## config.mk

```make
export PLATFORM = sky130hd
export DESIGN_NAME = xgmii_tx_framer
export DESIGN_NICKNAME = d
export VERILOG_FILES = /design/src/rtl/xgmii_pkg.sv /design/src/rtl/xgmii_term_encode.sv /design/src/rtl/xgmii_tx_framer.sv
export SDC_FILE = /design/constraint.sdc
export NUM_CORES = 1
export LEC_CHECK = 0
export BUFFER_PORTS_ARGS = -buffer_cell sky130_fd_sc_hd__buf_2
export CAP_MARGIN = 5
export CORE_MARGIN = 4
export CORE_UTILIZATION = 37
export DETAILED_ROUTE_END_ITERATION = 8
export PLACE_DENSITY = 0.73
export SKIP_CTS_REPAIR_TIMING = 1
export SYNTH_ARGS = -nofsm -noshare
export SYNTH_HDL_FRONTEND = slang
export SYNTH_SLANG_ARGS = --single-unit
```

## constraint.sdc

```tcl
create_clock -name clk -period 1.6 [get_ports clk]
set_clock_uncertainty 0.15 [all_clocks]
set_input_delay 0 -clock clk [delete_from_list [all_inputs] [get_ports clk]]
set_output_delay 0 -clock clk [all_outputs]
set_load 0.05 [all_outputs]
```

## src/rtl/xgmii_pkg.sv

```systemverilog
// Shared XGMII control codes and framer state type. The CRC-32 checker
// downstream uses CODE_START and CODE_TERM from here as well.
package xgmii_pkg;

  localparam logic [7:0] CODE_IDLE     = 8'h07;
  localparam logic [7:0] CODE_START    = 8'hFB;
  localparam logic [7:0] CODE_TERM     = 8'hFD;
  localparam logic [7:0] CODE_ERR      = 8'hFE;
  localparam logic [7:0] PREAMBLE_BYTE = 8'h55;
  localparam logic [7:0] SFD_BYTE      = 8'hD5;

  localparam logic [63:0] IDLE_WORD  = {8{CODE_IDLE}};
  localparam logic [63:0] START_WORD = {SFD_BYTE, {6{PREAMBLE_BYTE}}, CODE_START};
  localparam logic [63:0] ERR_WORD   = {8{CODE_ERR}};
  localparam logic [63:0] TERM_WORD  = {{7{CODE_IDLE}}, CODE_TERM};

  typedef enum logic [2:0] {
    IDLE,
    START,
    DATA,
    TERM,
    IFG,
    DROP
  } tx_state_t;

  // A last-beat byte count of 0 or above 8 means a full beat.
  function automatic logic [3:0] norm_keep(input logic [3:0] keep);
    return ((keep == 4'd0) || (keep > 4'd8)) ? 4'd8 : keep;
  endfunction

endpackage

```

## src/rtl/xgmii_term_encode.sv

```systemverilog
// Builds the /T/ word for a final beat carrying k (0..7) valid bytes:
// data lanes, then the terminate code, then idle fill.
module xgmii_term_encode
  import xgmii_pkg::*;
(
  input  logic [63:0] data,
  input  logic [3:0]  k,
  output logic [63:0] term_data,
  output logic [7:0]  term_ctrl
);

  always_comb begin
    term_data = IDLE_WORD;
    term_ctrl = 8'hFF;
    for (int i = 0; i < 8; i++) begin
      if (4'(i) < k) begin
        term_data[8*i +: 8] = data[8*i +: 8];
        term_ctrl[i]        = 1'b0;
      end else if (4'(i) == k) begin
        term_data[8*i +: 8] = CODE_TERM;
      end
    end
  end

endmodule

```

## src/rtl/xgmii_tx_framer.sv

```systemverilog
// Frames a 64-bit valid/ready payload stream onto XGMII. The XGMII side never
// stalls, so a missing beat mid-frame aborts the frame with an /E/ word.
module xgmii_tx_framer
  import xgmii_pkg::*;
#(
  parameter int unsigned IFG_WORDS = 2
) (
  input  logic        clk,
  input  logic        rstn,
  input  logic [63:0] s_data,
  input  logic [3:0]  s_keep,
  input  logic        s_last,
  input  logic        s_valid,
  output logic        s_ready,
  output logic [63:0] xgmii_data,
  output logic [7:0]  xgmii_ctrl,
  output logic        frame_done_o,
  output logic        underrun_o
);

  // Handshake: a beat transfers on a rising clk edge where s_valid && s_ready.
  // s_ready depends only on state; s_valid must not wait for s_ready.

  localparam logic [3:0] IFG_LOAD = 4'(IFG_WORDS);

  tx_state_t   state_q, state_d;
  logic [63:0] data_q, data_d;
  logic [7:0]  ctrl_q, ctrl_d;
  logic        done_q, done_d;
  logic        under_q, under_d;
  logic [3:0]  ifg_cnt_q, ifg_cnt_d;

  logic [3:0]  keep_n;
  logic [63:0] term_data;
  logic [7:0]  term_ctrl;

  assign keep_n = norm_keep(s_keep);

  xgmii_term_encode u_term_encode (
    .data      (s_data),
    .k         (keep_n),
    .term_data (term_data),
    .term_ctrl (term_ctrl)
  );

  always_comb begin
    state_d   = state_q;
    data_d    = IDLE_WORD;
    ctrl_d    = 8'hFF;
    done_d    = 1'b0;
    under_d   = 1'b0;
    ifg_cnt_d = ifg_cnt_q;
    s_ready   = 1'b0;
    case (state_q)
      IDLE: begin
        if (s_valid) state_d = START;
      end
      START: begin
        data_d  = START_WORD;
        ctrl_d  = 8'h01;
        state_d = DATA;
      end
      DATA: begin
        s_ready = 1'b1;
        if (!s_valid) begin
          data_d  = ERR_WORD;
          under_d = 1'b1;
          state_d = DROP;
        end else if (!s_last) begin
          data_d = s_data;
          ctrl_d = 8'h00;
        end else if (keep_n == 4'd8) begin
          // A full last beat leaves no lane for /T/; it goes in the next word.
          data_d  = s_data;
          ctrl_d  = 8'h00;
          state_d = TERM;
        end else begin
          data_d    = term_data;
          ctrl_d    = term_ctrl;
          done_d    = 1'b1;
          ifg_cnt_d = IFG_LOAD;
          state_d   = IFG;
        end
      end
      TERM: begin
        data_d    = TERM_WORD;
        done_d    = 1'b1;
        ifg_cnt_d = IFG_LOAD;
        state_d   = IFG;
      end
      IFG: begin
        ifg_cnt_d = ifg_cnt_q - 4'd1;
        if (ifg_cnt_q <= 4'd1) state_d = IDLE;
      end
      DROP: begin
        // Swallow the rest of the aborted frame while the wire stays idle.
        s_ready = 1'b1;
        if (s_valid && s_last) begin
          ifg_cnt_d = IFG_LOAD;
          state_d   = IFG;
        end
      end
      default: state_d = IDLE;
    endcase
  end

  always_ff @(posedge clk or negedge rstn) begin
    if (!rstn) begin
      state_q   <= IDLE;
      data_q    <= IDLE_WORD;
      ctrl_q    <= 8'hFF;
      done_q    <= 1'b0;
      under_q   <= 1'b0;
      ifg_cnt_q <= 4'd0;
    end else begin
      state_q   <= state_d;
      data_q    <= data_d;
      ctrl_q    <= ctrl_d;
      done_q    <= done_d;
      under_q   <= under_d;
      ifg_cnt_q <= ifg_cnt_d;
    end
  end

  assign xgmii_data   = data_q;
  assign xgmii_ctrl   = ctrl_q;
  assign frame_done_o = done_q;
  assign underrun_o   = under_q;

endmodule

```

==> results of run 1 <==
-- through the flow --
step / total power [mW] / instance area [um2] / hold WS (ps)
6_report: 9.67 / 5430 / -25.3
3_5_place_dp: 7.68 / 4340 / -196
2_1_floorplan: 6.44 / 3370 / -446
3_3_place_gp: 7.62 / 4340 / -203
5_1_grt: 10.1 / 5430 / -0.660
4_1_cts: 9.23 / 4550 / -576
-- sequential cells by signal, indices dropped and copies added (netlist names) --
register and cells:
frame_done_o 1, xgmii_data 64, xgmii_ctrl 8, ifg_cnt_q 4
state_q 3, underrun_o 1
-- worst max-delay path: cells and delay by family, from the launching register on --
family	cells	cell delay, ps
DFF	1	430
and+or+nand+nor	1	190
AOI/OAI and AO/OA	2	540
buffers and inverters	1	150
-- placed cells by master, fill, tap and decap left out, types with 5 or more instances in the layout --
cell / netlist / final
a21oi_1: 42 / 42
nand2_1: 24 / 22
nor3_1: 6 / 5
dfstp_2: 32 / 32
dlygate4sd3_1: 0 / 73
nor2_1: 29 / 28
nand3b_1: 5 / 5
or3_1: 8 / 7
buf_4: 1 / 31
o21ai_0: 27 / 26
inv_1: 5 / 5
buf_2: 7 / 144
a31oi_1: 5 / 5
nand2b_1: 7 / 6
dfrtp_1: 49 / 46
clkbuf_8: 0 / 11
-- final timing paths --
path	startpoint	endpoint
min in group asynchronous	rstn	frame_done_o$_DFF_PN0_
hold / removal	s_valid	xgmii_data[48]$_DFF_PN1_
hold reg to reg	ifg_cnt_q[1]$_DFFE_PN0P_	ifg_cnt_q[1]$_DFFE_PN0P_
setup / recovery	state_q[1]$_DFFE_PN0P_	ifg_cnt_q[2]$_DFFE_PN0P_
setup reg to reg	state_q[1]$_DFFE_PN0P_	ifg_cnt_q[2]$_DFFE_PN0P_
max in group asynchronous	rstn	xgmii_data[33]$_DFF_PN1_
-- final cells by class --
type / count / area (um2)
inverters: 7 / 28.8
repair buffers: 254 / 1760
clock inverters: 4 / 51.3
fillers: 706 / 3340
flip-flops and latches: 81 / 2070
multi-input cells: 206 / 1220
well taps: 108 / 135
clock buffers: 12 / 155
-- routing by layer --
metal  up-vias  global-route usage  wire [um]
li1       1598                   -          -
met1      1651               0.247       4580
met2       159               0.310       5730
met3        24              0.0429        792
met4         0              0.0667        222
met5         -                   0          0
-- cells by family after synthesis --
family / share of synthesized area
buffers and inverters: 0.0406
AO/OA/AOI/OAI: 0.178
AND/OR/NAND/NOR: 0.156
adder cells (fa/ha/maj): 0.00744
flip-flops: 0.615
XOR/XNOR: 0.00261
-- power by group --
group / total, mW / leakage [nW] / internal (mW) / switching (mW)
Clock: 1.54 / 0.103 / 0.807 / 0.737
Sequential: 3.13 / 0.979 / 2.87 / 0.265
Combinational: 4.99 / 1.48 / 1.51 / 3.48
Total: 9.67 / 2.57 / 5.18 / 4.48
==> Implementation_results.wiki, run 1 <==
{| class="wikitable"
! Metric !! Value
|-
| Outcome || finished, violations left
|-
| Violations in the final reports || hold timing
|-
| Area of the mapped netlist || 3360 um2
|-
| Detail-routed via count per cell || between 5 and 6
|-
| Setup-failing EPs final || 0
|-
| Prevailing post-synth register cell || dfrtp_1
|-
| Routed wire length || approximately 11000 um
|-
| Post-Place Worst Slack || -21.6 ps
|-
| Number of warnings reported in the yosys synthesis log || 0
|-
| Worst skew pair latency || between 300 and 400 ps
|-
| Number of instances in the synthesized netlist || approximately 320
|-
| Overflow left after global routing || 0
|-
| Vias in the first global route || about 3000
|-
| Pin count of the biggest net entering global routing || 40
|-
| Sort of element at the end of the critical path || flop
|-
| Async SR Flop Fraction || 1.00
|-
| Global-route total usage across every layer || 0.189
|-
| Worst slew margin relative to its limit || 0.560
|-
| Worst supply voltage drop on vdd || 947 uV
|-
| DRC violations left || 0
|-
| Clock H-tree levels || 3
|-
| Register bit total from synthesis || 81
|-
| Final Util || 0.619
|-
| Setup WS post-layout || between 30 and 40 ps
|-
| Main area contributors after synthesis || dfrtp_1 (36%), dfstp_2 (25%), a21oi_1 (6.3%)
|-
| ANT cells || 0
|-
| Critical setup path kind || flop to flop
|-
| Mapped Avg Cell Area || 10.6 um2
|-
| Root buffer selected by CTS || clkbuf_8
|-
| Path category of the worst min-delay check || input pin to flop
|-
| Maximum fanout count along the critical path || 4
|-
| Number of antenna violations at the first check in global routing || 0
|-
| Non-Filler Instances || about 670
|-
| Placeable core area || 8760 um2
|-
| Setup repair after global routing missed its margin || true
|-
| Synth cell types || 45
|-
| Total number of vias || between 3000 and 4000
|-
| Number of enable flip-flop cells after synthesis || 0
|-
| HPWL reported at the end of detailed placement || ~7600 um
|-
| Post-route clock period utilization || 0.977
|-
| Static Leakage || 2.57 nW
|-
| Crit path cell chain || buf_4 > nand2b_1 > o211a_1 > a311o_1
|-
| Power density cells || approximately 1800 nW/um2
|-
| Initial standard-cell utilization of the core || 0.384
|-
| Crit-path slowest cell || dfrtp_2
|-
| Final-stage net count || 633
|-
| CP startpoint kind || flop
|-
| Clock tree from TritonCTS || yes
|-
| Number of DRC markers after the initial detailed-route iteration || approximately 270
|-
| Measured slew at the worst slew-check pin || between 600 and 700 ps
|-
| Share of the synthesized area in the top cell type || 0.365
|-
| Antenna viol nets, final || 0
|-
| Share of synthesized area occupied by flip-flops and latches || 0.615
|-
| Placed insts || roughly 580
|-
| Routability congestion estimate || 0.856
|-
| Cells on worst reg2reg path || 4
|-
| Row count || 34
|-
| Die area || roughly 11000 um2
|-
| Reg-to-reg slack, setup || approximately 37 ps
|-
| Min-Delay Path Depth || 4
|-
| Final Critical Period || roughly 1600 ps
|-
| Width of the chip || around 100 um
|-
| Cts bufs inserted || 9
|-
| Clock edge transition at the registers on the reported setup and hold paths || about 90 ps
|-
| Dominant cell by count in the synthesized netlist || dfrtp_1
|-
| Crit path DAT || approximately 1700 ps
|-
| Number of max-capacitance violations reported || 0
|-
| Average routed wire per standard cell || 16.9 um
|-
| Buffers on Ports || 146
|-
| Chip Height || about 100 um
|-
| TritonCTS sink count || 81
|-
| Number of buffers on the longest clock path || 2
|-
| Commonest cells in the synthesized netlist || dfrtp_1 (49), a21oi_1 (42), dfstp_2 (32)
|-
| Achievable clock frequency || between 600 and 700 MHz
|-
| Area grow syn2layout || 61.4%
|-
| Post-Route Hold Slack || -25.3 ps
|-
| Layout cell share with drive strength beyond 1 || 0.440
|-
| First-pass GRT wire length || around 15000 um
|-
| IO Count || between 100 and 150
|-
| Post-synthesis cell type with the largest combined area || dfrtp_1
|-
| Slowest Stage Delay on Critical Path || 430 ps
|-
| Data required, critical path || 1690 ps
|-
| Setup TNS after final layout || 0 ps
|-
| Number of detailed-route iterations in the first pass || 6
|-
| Hold Fails Final Rpt || 2
|-
| Post-Syn Nets || 392
|-
| Final slew viol count || 0
|}
Note: power is estimated with default switching activity, not from simulation.
==> run 2: changes to the inputs <==
--- a/config.mk
+++ b/config.mk
@@ -9,8 +9,10 @@
 export CAP_MARGIN = 5
 export CORE_MARGIN = 4
 export CORE_UTILIZATION = 37
+export CTS_CLUSTER_SIZE = 24
 export DETAILED_ROUTE_END_ITERATION = 8
 export PLACE_DENSITY = 0.73
+export SETUP_SLACK_MARGIN = 0.15
 export SKIP_CTS_REPAIR_TIMING = 1
 export SYNTH_ARGS = -nofsm -noshare
 export SYNTH_HDL_FRONTEND = slang
==> Implementation_results.wiki, run 2 (synthesis gave the netlist of run 1 again) <==
{| class="wikitable"
! Metric !! Value
|-
| Outcome || finished, violations left (unchanged)
|-
| Violations in the final reports || hold timing (unchanged)
|-
| ANT cells || 0 (unchanged)
|-
| CP startpoint kind || flop (unchanged)
|-
| Number of DRC markers after the initial detailed-route iteration || 189 (was 269)
|-
| Clock tree from TritonCTS || yes (unchanged)
|-
| Power, Total || 10.3 mW (was 9.67 mW)
|-
| Slowest Stage Delay on Critical Path || 460 ps (was 430 ps)
|-
| Pin count of the biggest net entering global routing || 36 (was 40)
|-
| Number of flip-flops in the largest register || 64 (unchanged)
|-
| Setup WS post-layout || 43.5 ps (was 37.4 ps)
|-
| Detail-routed via count per cell || 5.11 (about the same)
|-
| Average routed wire per standard cell || 17.1 um (was 16.9 um)
|-
| Setup repair after global routing missed its margin || true (unchanged)
|-
| Width of the chip || 103 um (unchanged)
|-
| Worst supply voltage drop on vdd || 1040 uV (was 947 uV)
|-
| Final cell area excluding filler cells || 5670 um2 (was 5430 um2)
|-
| Reg2reg start || state_q[1]$_DFFE_PN0P_ (unchanged)
|-
| Area grow syn2layout || 68.7% (was 61.4%)
|-
| Measured slew at the worst slew-check pin || 745 ps (was 653 ps)
|-
| Data required, critical path || 1740 ps (was 1690 ps)
|-
| Crit-path slowest cell || dfrtp_2 (unchanged)
|-
| Timing startpoint of the critical path || state_q[1]$_DFFE_PN0P_ (unchanged)
|-
| Final Critical Period || 1560 ps (about the same)
|-
| Clock edge transition at the registers on the reported setup and hold paths || 80 ps (was 90 ps)
|-
| Area of all sequential standard cells || 2070 um2 (unchanged)
|-
| Number of max-capacitance violations reported || 0 (unchanged)
|-
| Vias in the first global route || 3113 (was 3004)
|-
| Crit path DAT || 1690 ps (was 1660 ps)
|-
| Path category of the worst min-delay check || input pin to flop (unchanged)
|-
| Cts bufs inserted || 9 (unchanged)
|-
| Routability congestion estimate || 0.880 (was 0.856)
|-
| Power density cells || 1820 nW/um2 (was 1780 nW/um2)
|-
| Root buffer selected by CTS || clkbuf_8 (unchanged)
|-
| Most common cell after layout, fill and taps aside || buf_2 (unchanged)
|-
| IO Count || 147 (unchanged)
|-
| Post-detailed-placement cell area || 4390 um2 (was 4340 um2)
|-
| Final Util || 0.647 (was 0.619)
|-
| Global-route total usage across every layer || 0.195 (was 0.189)
|-
| Critical setup path kind || flop to flop (unchanged)
|-
| Initial standard-cell utilization of the core || 0.384 (unchanged)
|-
| Final-stage net count || 641 (was 633)
|-
| Combined buffer and inverter count along the critical path || 1 (unchanged)
|-
| Number of antenna violations at the first check in global routing || 0 (unchanged)
|-
| Sort of element at the end of the critical path || flop (unchanged)
|-
| Worst slew margin relative to its limit || 0.498 (was 0.560)
|-
| Post-Route Hold Slack || -18.5 ps (was -25.3 ps)
|-
| Reg-to-reg slack, setup || 40 ps (about the same)
|-
| Final slew viol count || 0 (unchanged)
|-
| Clock H-tree levels || 3 (unchanged)
|-
| Post-route clock period utilization || 0.973 (was 0.977)
|-
| Placeable core area || 8760 um2 (unchanged)
|-
| Overflow left after global routing || 0 (unchanged)
|-
| Routed wire length || 11600 um (was 11300 um)
|-
| Maximum fanout count along the critical path || 6 (was 4)
|-
| Static Leakage || 2.66 nW (was 2.57 nW)
|-
| Achievable clock frequency || 642 MHz (was 640 MHz)
|-
| Hold Fails Final Rpt || 10 (was 2)
|-
| First-pass GRT wire length || 15800 um (was 15100 um)
|-
| Number of buffers on the longest clock path || 2 (unchanged)
|-
| TritonCTS sink count || 81 (unchanged)
|-
| Multi-input logic area || 1320 um2 (was 1220 um2)
|-
| Crit path cell chain || buf_6 > or3_4 > a32oi_2 > o31a_1 (was buf_4 > nand2b_1 > o211a_1 > a311o_1)
|-
| Buffers on Ports || 146 (unchanged)
|-
| Chip Height || 103 um (unchanged)
|-
| Family with the most delay on the worst path || flip-flops (was compound AO/OA/AOI/OAI gates)
|-
| Post-Place Worst Slack || -34.3 ps (was -21.6 ps)
|-
| Antenna viol nets, final || 0 (unchanged)
|-
| Total number of vias || 3474 (was 3432)
|-
| Die area || 10700 um2 (unchanged)
|-
| Filler cell count in the final layout || 689 (was 706)
|-
| Row count || 34 (unchanged)
|-
| Number of detailed-route iterations in the first pass || 4 (was 6)
|-
| Highest-count cells in the layout ignoring fill and taps || buf_2 (144), dlygate4sd3_1 (73), dfrtp_1 (46), a21oi_1 (36), dfstp_2 (32) (was buf_2 (144), dlygate4sd3_1 (73), dfrtp_1 (46), a21oi_1 (42), dfstp_2 (32))
|-
| Layout cell share with drive strength beyond 1 || 0.476 (was 0.440)
|-
| DRC violations left || 0 (unchanged)
|-
| HPWL reported at the end of detailed placement || 7830 um (was 7640 um)
|-
| Setup-failing EPs final || 0 (unchanged)
|-
| Worst skew pair latency || 350 ps (about the same)
|-
| Min-delay src || s_keep[3] (was s_valid)
|}
==> run 2: cell count changes in the layout (fill, tap and decap cells not counted), moves of 3 or more <==
| cell | change |
|---|---|
| buf_6 | +8 |
| nor2_1 | -5 |
| o21ai_0 | -4 |
| nor2_2 | +4 |
| a21oi_2 | +5 |
| o21ai_1 | +3 |
| a21oi_1 | -6 |
==> run 2: layout make-up <==
cell class / count / share of cell area
clock buffer: 10 / 0.0225
clock inverter: 6 / 0.0203
inverter: 7 / 0.00596
multi-input combinational: 206 / 0.232
sequential: 81 / 0.365
tap: 108 / 0.0238
timing repair buffer: 262 / 0.330
==> run 2: stage by stage <==
stage / setup TNS (ps) / cells
6_report: 0 / 680
3_5_place_dp: -90.1 / 580
4_1_cts: -346 / 596
5_1_grt: -52.9 / 680
3_3_place_gp: 0 / 580
2_1_floorplan: -619 / 318
==> run 2: final timing paths <==
check / end / depth (start not counted)
min in group asynchronous: xgmii_data[60]$_DFF_PN0_ / 2
hold reg to reg: ifg_cnt_q[1]$_DFFE_PN0P_ / 1
setup / recovery: xgmii_data[52]$_DFF_PN0_ / 4
setup reg to reg: xgmii_data[52]$_DFF_PN0_ / 4
hold / removal: xgmii_data[33]$_DFF_PN1_ / 4
max in group asynchronous: xgmii_data[58]$_DFF_PN1_ / 3
==> run 2: power breakdown <==
group          total (mW)  switching (mW)  internal (mW)
sequential           3.13           0.268           2.87
clock                1.79           0.748           1.04
combinational        5.38            3.65           1.73
total                10.3            4.67           5.64
==> run 2: layer usage <==
layer / wire [um] / GRT usage / share of wire
met4: 178 / 0.0588 / 0.015
met3: 774 / 0.0476 / 0.067
met5: 0 / 0 / 0
met1: 4540 / 0.243 / 0.39
met2: 6110 / 0.337 / 0.53
==> run 2: tightest hold or removal path: stages <==
cell	delay (ps)
buf_2	170
nor3b_1	100
o22ai_1	120
a21oi_1	90
==> run 3: changes to the inputs <==
--- a/config.mk
+++ b/config.mk
@@ -5,13 +5,14 @@
 export SDC_FILE = /design/constraint.sdc
 export NUM_CORES = 1
 export LEC_CHECK = 0
+export ABC_AREA = 1
 export BUFFER_PORTS_ARGS = -buffer_cell sky130_fd_sc_hd__buf_2
 export CAP_MARGIN = 5
 export CORE_MARGIN = 4
-export CORE_UTILIZATION = 37
+export CORE_UTILIZATION = 35
 export CTS_CLUSTER_SIZE = 24
 export DETAILED_ROUTE_END_ITERATION = 8
-export PLACE_DENSITY = 0.73
+export PLACE_DENSITY = 0.69
 export SETUP_SLACK_MARGIN = 0.15
 export SKIP_CTS_REPAIR_TIMING = 1
 export SYNTH_ARGS = -nofsm -noshare
==> Implementation_results.wiki, run 3 <==
{| class="wikitable"
! Metric !! Value
|-
| Critical setup path kind || flop to primary output (was flop to flop)
|-
| Number of enable flip-flop cells after synthesis || 0 (unchanged)
|-
| Share of the synthesized area in the top cell type || 0.332 (was 0.365)
|-
| Post-Route Hold Slack || -39.1 ps (was -18.5 ps)
|-
| Width of the chip || 111 um (was 103 um)
|-
| Share of synthesized area occupied by flip-flops and latches || 0.560 (was 0.615)
|-
| Sort of element at the end of the critical path || primary output (was flop)
|-
| TritonCTS sink count || 81 (unchanged)
|-
| Maximum fanout count along the critical path || 8 (was 6)
|-
| Number of instances in the synthesized netlist || 398 (was 318)
|-
| Commonest cells in the synthesized netlist || nand2_1 (94), dfrtp_1 (49), nor2_1 (34) (was dfrtp_1 (49), a21oi_1 (42), dfstp_2 (32))
|-
| Overflow left after global routing || 0 (unchanged)
|-
| Clock H-tree levels || 3 (unchanged)
|-
| Hold Fails Final Rpt || 17 (was 10)
|-
| Post-route clock period utilization || 0.944 (was 0.973)
|-
| Antenna viol nets, final || 0 (unchanged)
|-
| Average routed wire per standard cell || 15.8 um (was 17.1 um)
|-
| Final slew viol count || 0 (unchanged)
|-
| Global-route total usage across every layer || 0.184 (was 0.195)
|-
| Number of detailed-route iterations in the first pass || 4 (unchanged)
|-
| Achievable clock frequency || 662 MHz (was 642 MHz)
|-
| Dominant cell by count in the synthesized netlist || nand2_1 (was dfrtp_1)
|-
| CP startpoint kind || flop (unchanged)
|-
| Number of warnings reported in the yosys synthesis log || 0 (unchanged)
|-
| Number of max-capacitance violations reported || 0 (unchanged)
|-
| Final-stage net count || 720 (was 641)
|-
| Number of flip-flops in the largest register || 64 (unchanged)
|-
| Total number of vias || 3735 (was 3474)
|-
| Number of DRC markers after the initial detailed-route iteration || 270 (was 189)
|-
| Placed insts || 678 (was 580)
|-
| Outcome || finished, violations left (unchanged)
|-
| Register bit total from synthesis || 81 (unchanged)
|-
| First-pass GRT wire length || 17900 um (was 15800 um)
|-
| Endpoint of the worst-slack reg-to-reg timing path || frame_done_o$_DFF_PN0_ (was xgmii_data[52]$_DFF_PN0_)
|-
| Final Util || 0.570 (was 0.647)
|-
| Measured slew at the worst slew-check pin || 411 ps (was 745 ps)
|-
| Post-synthesis cell type with the largest combined area || dfrtp_1 (unchanged)
|-
| Post-Syn Nets || 472 (was 392)
|-
| Crit path DAT || 1360 ps (was 1690 ps)
|-
| Clock tree from TritonCTS || yes (unchanged)
|-
| Placeable core area || 10300 um2 (was 8760 um2)
|-
| Buffers on Ports || 146 (unchanged)
|-
| Data required, critical path || 1450 ps (was 1740 ps)
|-
| Initial standard-cell utilization of the core || 0.358 (was 0.384)
|-
| Worst skew pair latency || 360 ps (was 350 ps)
|-
| Number of antenna violations at the first check in global routing || 0 (unchanged)
|-
| Violations in the final reports || hold timing (unchanged)
|-
| Routability congestion estimate || 0.873 (was 0.880)
|-
| Most common cell after layout, fill and taps aside || buf_2 (unchanged)
|-
| Timing startpoint of the critical path || state_q[2]$_DFFE_PN0P_ (was state_q[1]$_DFFE_PN0P_)
|-
| Row count || 37 (was 34)
|-
| Setup TNS after final layout || 0 ps (unchanged)
|-
| HPWL reported at the end of detailed placement || 8530 um (was 7830 um)
|-
| Area grow syn2layout || 59.4% (was 68.7%)
|-
| Async SR Flop Fraction || 1.00 (unchanged)
|-
| Clock edge transition at the registers on the reported setup and hold paths || 90 ps (was 80 ps)
|-
| Reg2reg start || state_q[2]$_DFFE_PN0P_ (was state_q[1]$_DFFE_PN0P_)
|-
| Number of buffers on the longest clock path || 2 (unchanged)
|-
| Chip Height || 111 um (was 103 um)
|-
| Detail-routed via count per cell || 4.74 (was 5.11)
|-
| Routed wire length || 12400 um (was 11600 um)
|-
| Path category of the worst min-delay check || input pin to asynchronous set/reset pin (was input pin to flop)
|-
| Root buffer selected by CTS || clkbuf_8 (unchanged)
|-
| Cts bufs inserted || 9 (unchanged)
|-
| Setup-failing EPs final || 0 (unchanged)
|-
| Timing endpoint of the critical path || s_ready (was xgmii_data[52]$_DFF_PN0_)
|-
| Pin count of the biggest net entering global routing || 30 (was 36)
|-
| DRC violations left || 0 (unchanged)
|-
| Vias in the first global route || 3469 (was 3113)
|-
| Reg-to-reg slack, setup || 90 ps (was 40 ps)
|-
| Worst slew margin relative to its limit || 0.725 (was 0.498)
|-
| Cells on worst reg2reg path || 8 (was 4)
|-
| Filler cell count in the final layout || 893 (was 689)
|-
| Synth cell types || 33 (was 45)
|-
| Die area || 12300 um2 (was 10700 um2)
|-
| Final Critical Period || 1510 ps (was 1560 ps)
|-
| IO Count || 147 (unchanged)
|-
| Worst supply voltage drop on vdd || 1230 uV (was 1040 uV)
|-
| Static Leakage || 2.93 nW (was 2.66 nW)
|-
| Main area contributors after synthesis || dfrtp_1 (33%), dfstp_2 (23%), nand2_1 (9.6%) (was dfrtp_1 (36%), dfstp_2 (25%), a21oi_1 (6.3%))
|-
| Mapped Avg Cell Area || 9.28 um2 (was 10.6 um2)
|-
| Area of the mapped netlist || 3690 um2 (was 3360 um2)
|-
| Non-Filler Instances || 788 (was 680)
|-
| Prevailing post-synth register cell || dfrtp_1 (unchanged)
|-
| Highest-count cells in the layout ignoring fill and taps || buf_2 (144), nand2_1 (91), dlygate4sd3_1 (72), dfrtp_1 (47), dfstp_2 (32) (was buf_2 (144), dlygate4sd3_1 (73), dfrtp_1 (46), a21oi_1 (36), dfstp_2 (32))
|-
| Layout cell share with drive strength beyond 1 || 0.436 (was 0.476)
|-
| Setup repair after global routing missed its margin || true (unchanged)
|-
| Power density cells || 1760 nW/um2 (was 1820 nW/um2)
|}
==> run 3: cell types whose count changed after synthesis, moves of 5 or more <==
cell,change
inv_1,+15
nand2_1,+70
nor2_1,+5
a21oi_1,-9
nand2b_1,-7
nand4_1,+5
nand3_1,+23
nor2_4,+5
clkbuf_1,-14
o21ai_1,+6
or3_1,-8
nor3_1,-5
inv_2,+11
==> run 3: cell type report <==
type                            count  area (um2)  share of cell area
Multi-Input combinational cell    270        1480               0.251
Timing Repair Buffer              250        1800               0.305
Clock inverter                      4        76.3              0.0130
Inverter                           33         141              0.0240
Tap cell                          136         170              0.0289
Sequential cell                    81        2070               0.352
Antenna cell                        1        2.50            0.000425
Timing Repair inverter              1        6.26             0.00106
Clock buffer                       12         145              0.0247
==> run 3: metrics by stage <==
stage / total power [mW] / instance area (um2) / hold WS, ps / setup slack (ps)
after floorplan: 6.85 / 3700 / -446 / 237
after global placement: 7.90 / 4590 / -207 / 151
after detailed placement: 7.96 / 4590 / -201 / 86.9
after CTS: 9.62 / 4810 / -592 / -91.7
after global routing: 10.9 / 5880 / -12.1 / 26.9
final: 10.4 / 5890 / -39.1 / 89.3
==> run 3: per-layer routing <==
metal / vias to the layer above / GRT usage / wire length [um]
li1: 1796 / - / -
met1: 1781 / 0.230 / 5180
met2: 134 / 0.299 / 6010
met3: 24 / 0.0660 / 916
met4: 0 / 0.0575 / 314
met5: - / 0 / 0
==> run 3: power breakdown <==
| part | leakage [nW] | internal [mW] | switching (mW) |
|---|---|---|---|
| Clock | 0.107 | 0.926 | 0.739 |
| Sequential | 0.978 | 2.89 | 0.282 |
| Combinational | 1.85 | 1.64 | 3.90 |
==> run 3: worst min-delay path by stage <==
stage          start                  endpoint  slack, ps  cells after the start
2_1_floorplan   rstn    frame_done_o$_DFF_PN0_       -450                      0
3_3_place_gp    rstn   xgmii_data[4]$_DFF_PN0_       -210                      1
3_5_place_dp    rstn   xgmii_data[4]$_DFF_PN0_       -200                      1
4_1_cts         rstn    state_q[1]$_DFFE_PN0P_       -590                      1
5_1_grt         rstn  xgmii_data[12]$_DFF_PN0_        -10                      2
6_report        rstn  xgmii_data[12]$_DFF_PN0_        -40                      2
==> run 3: critical path, cell delays in order (launching register included) <==
cell     delay, ps
dfrtp_1        420
inv_2           90
nand2_4         70
inv_4           90
nand2_8         80
nand2_2         80
buf_8          150
==> run 3: cell families (layout without fill, tap and decap cells) <==
kind of cell             after synthesis  in the layout  share of synthesized area
AND/OR/NAND/NOR                      186            186                      0.242
AO/OA/AOI/OAI                         81             81                      0.118
flip-flops                            81             81                      0.560
buffers and inverters                 47            300                     0.0708
adder cells (fa/ha/maj)                2              2                    0.00677
XOR/XNOR                               1              1                    0.00237
other                                  0              1                          0
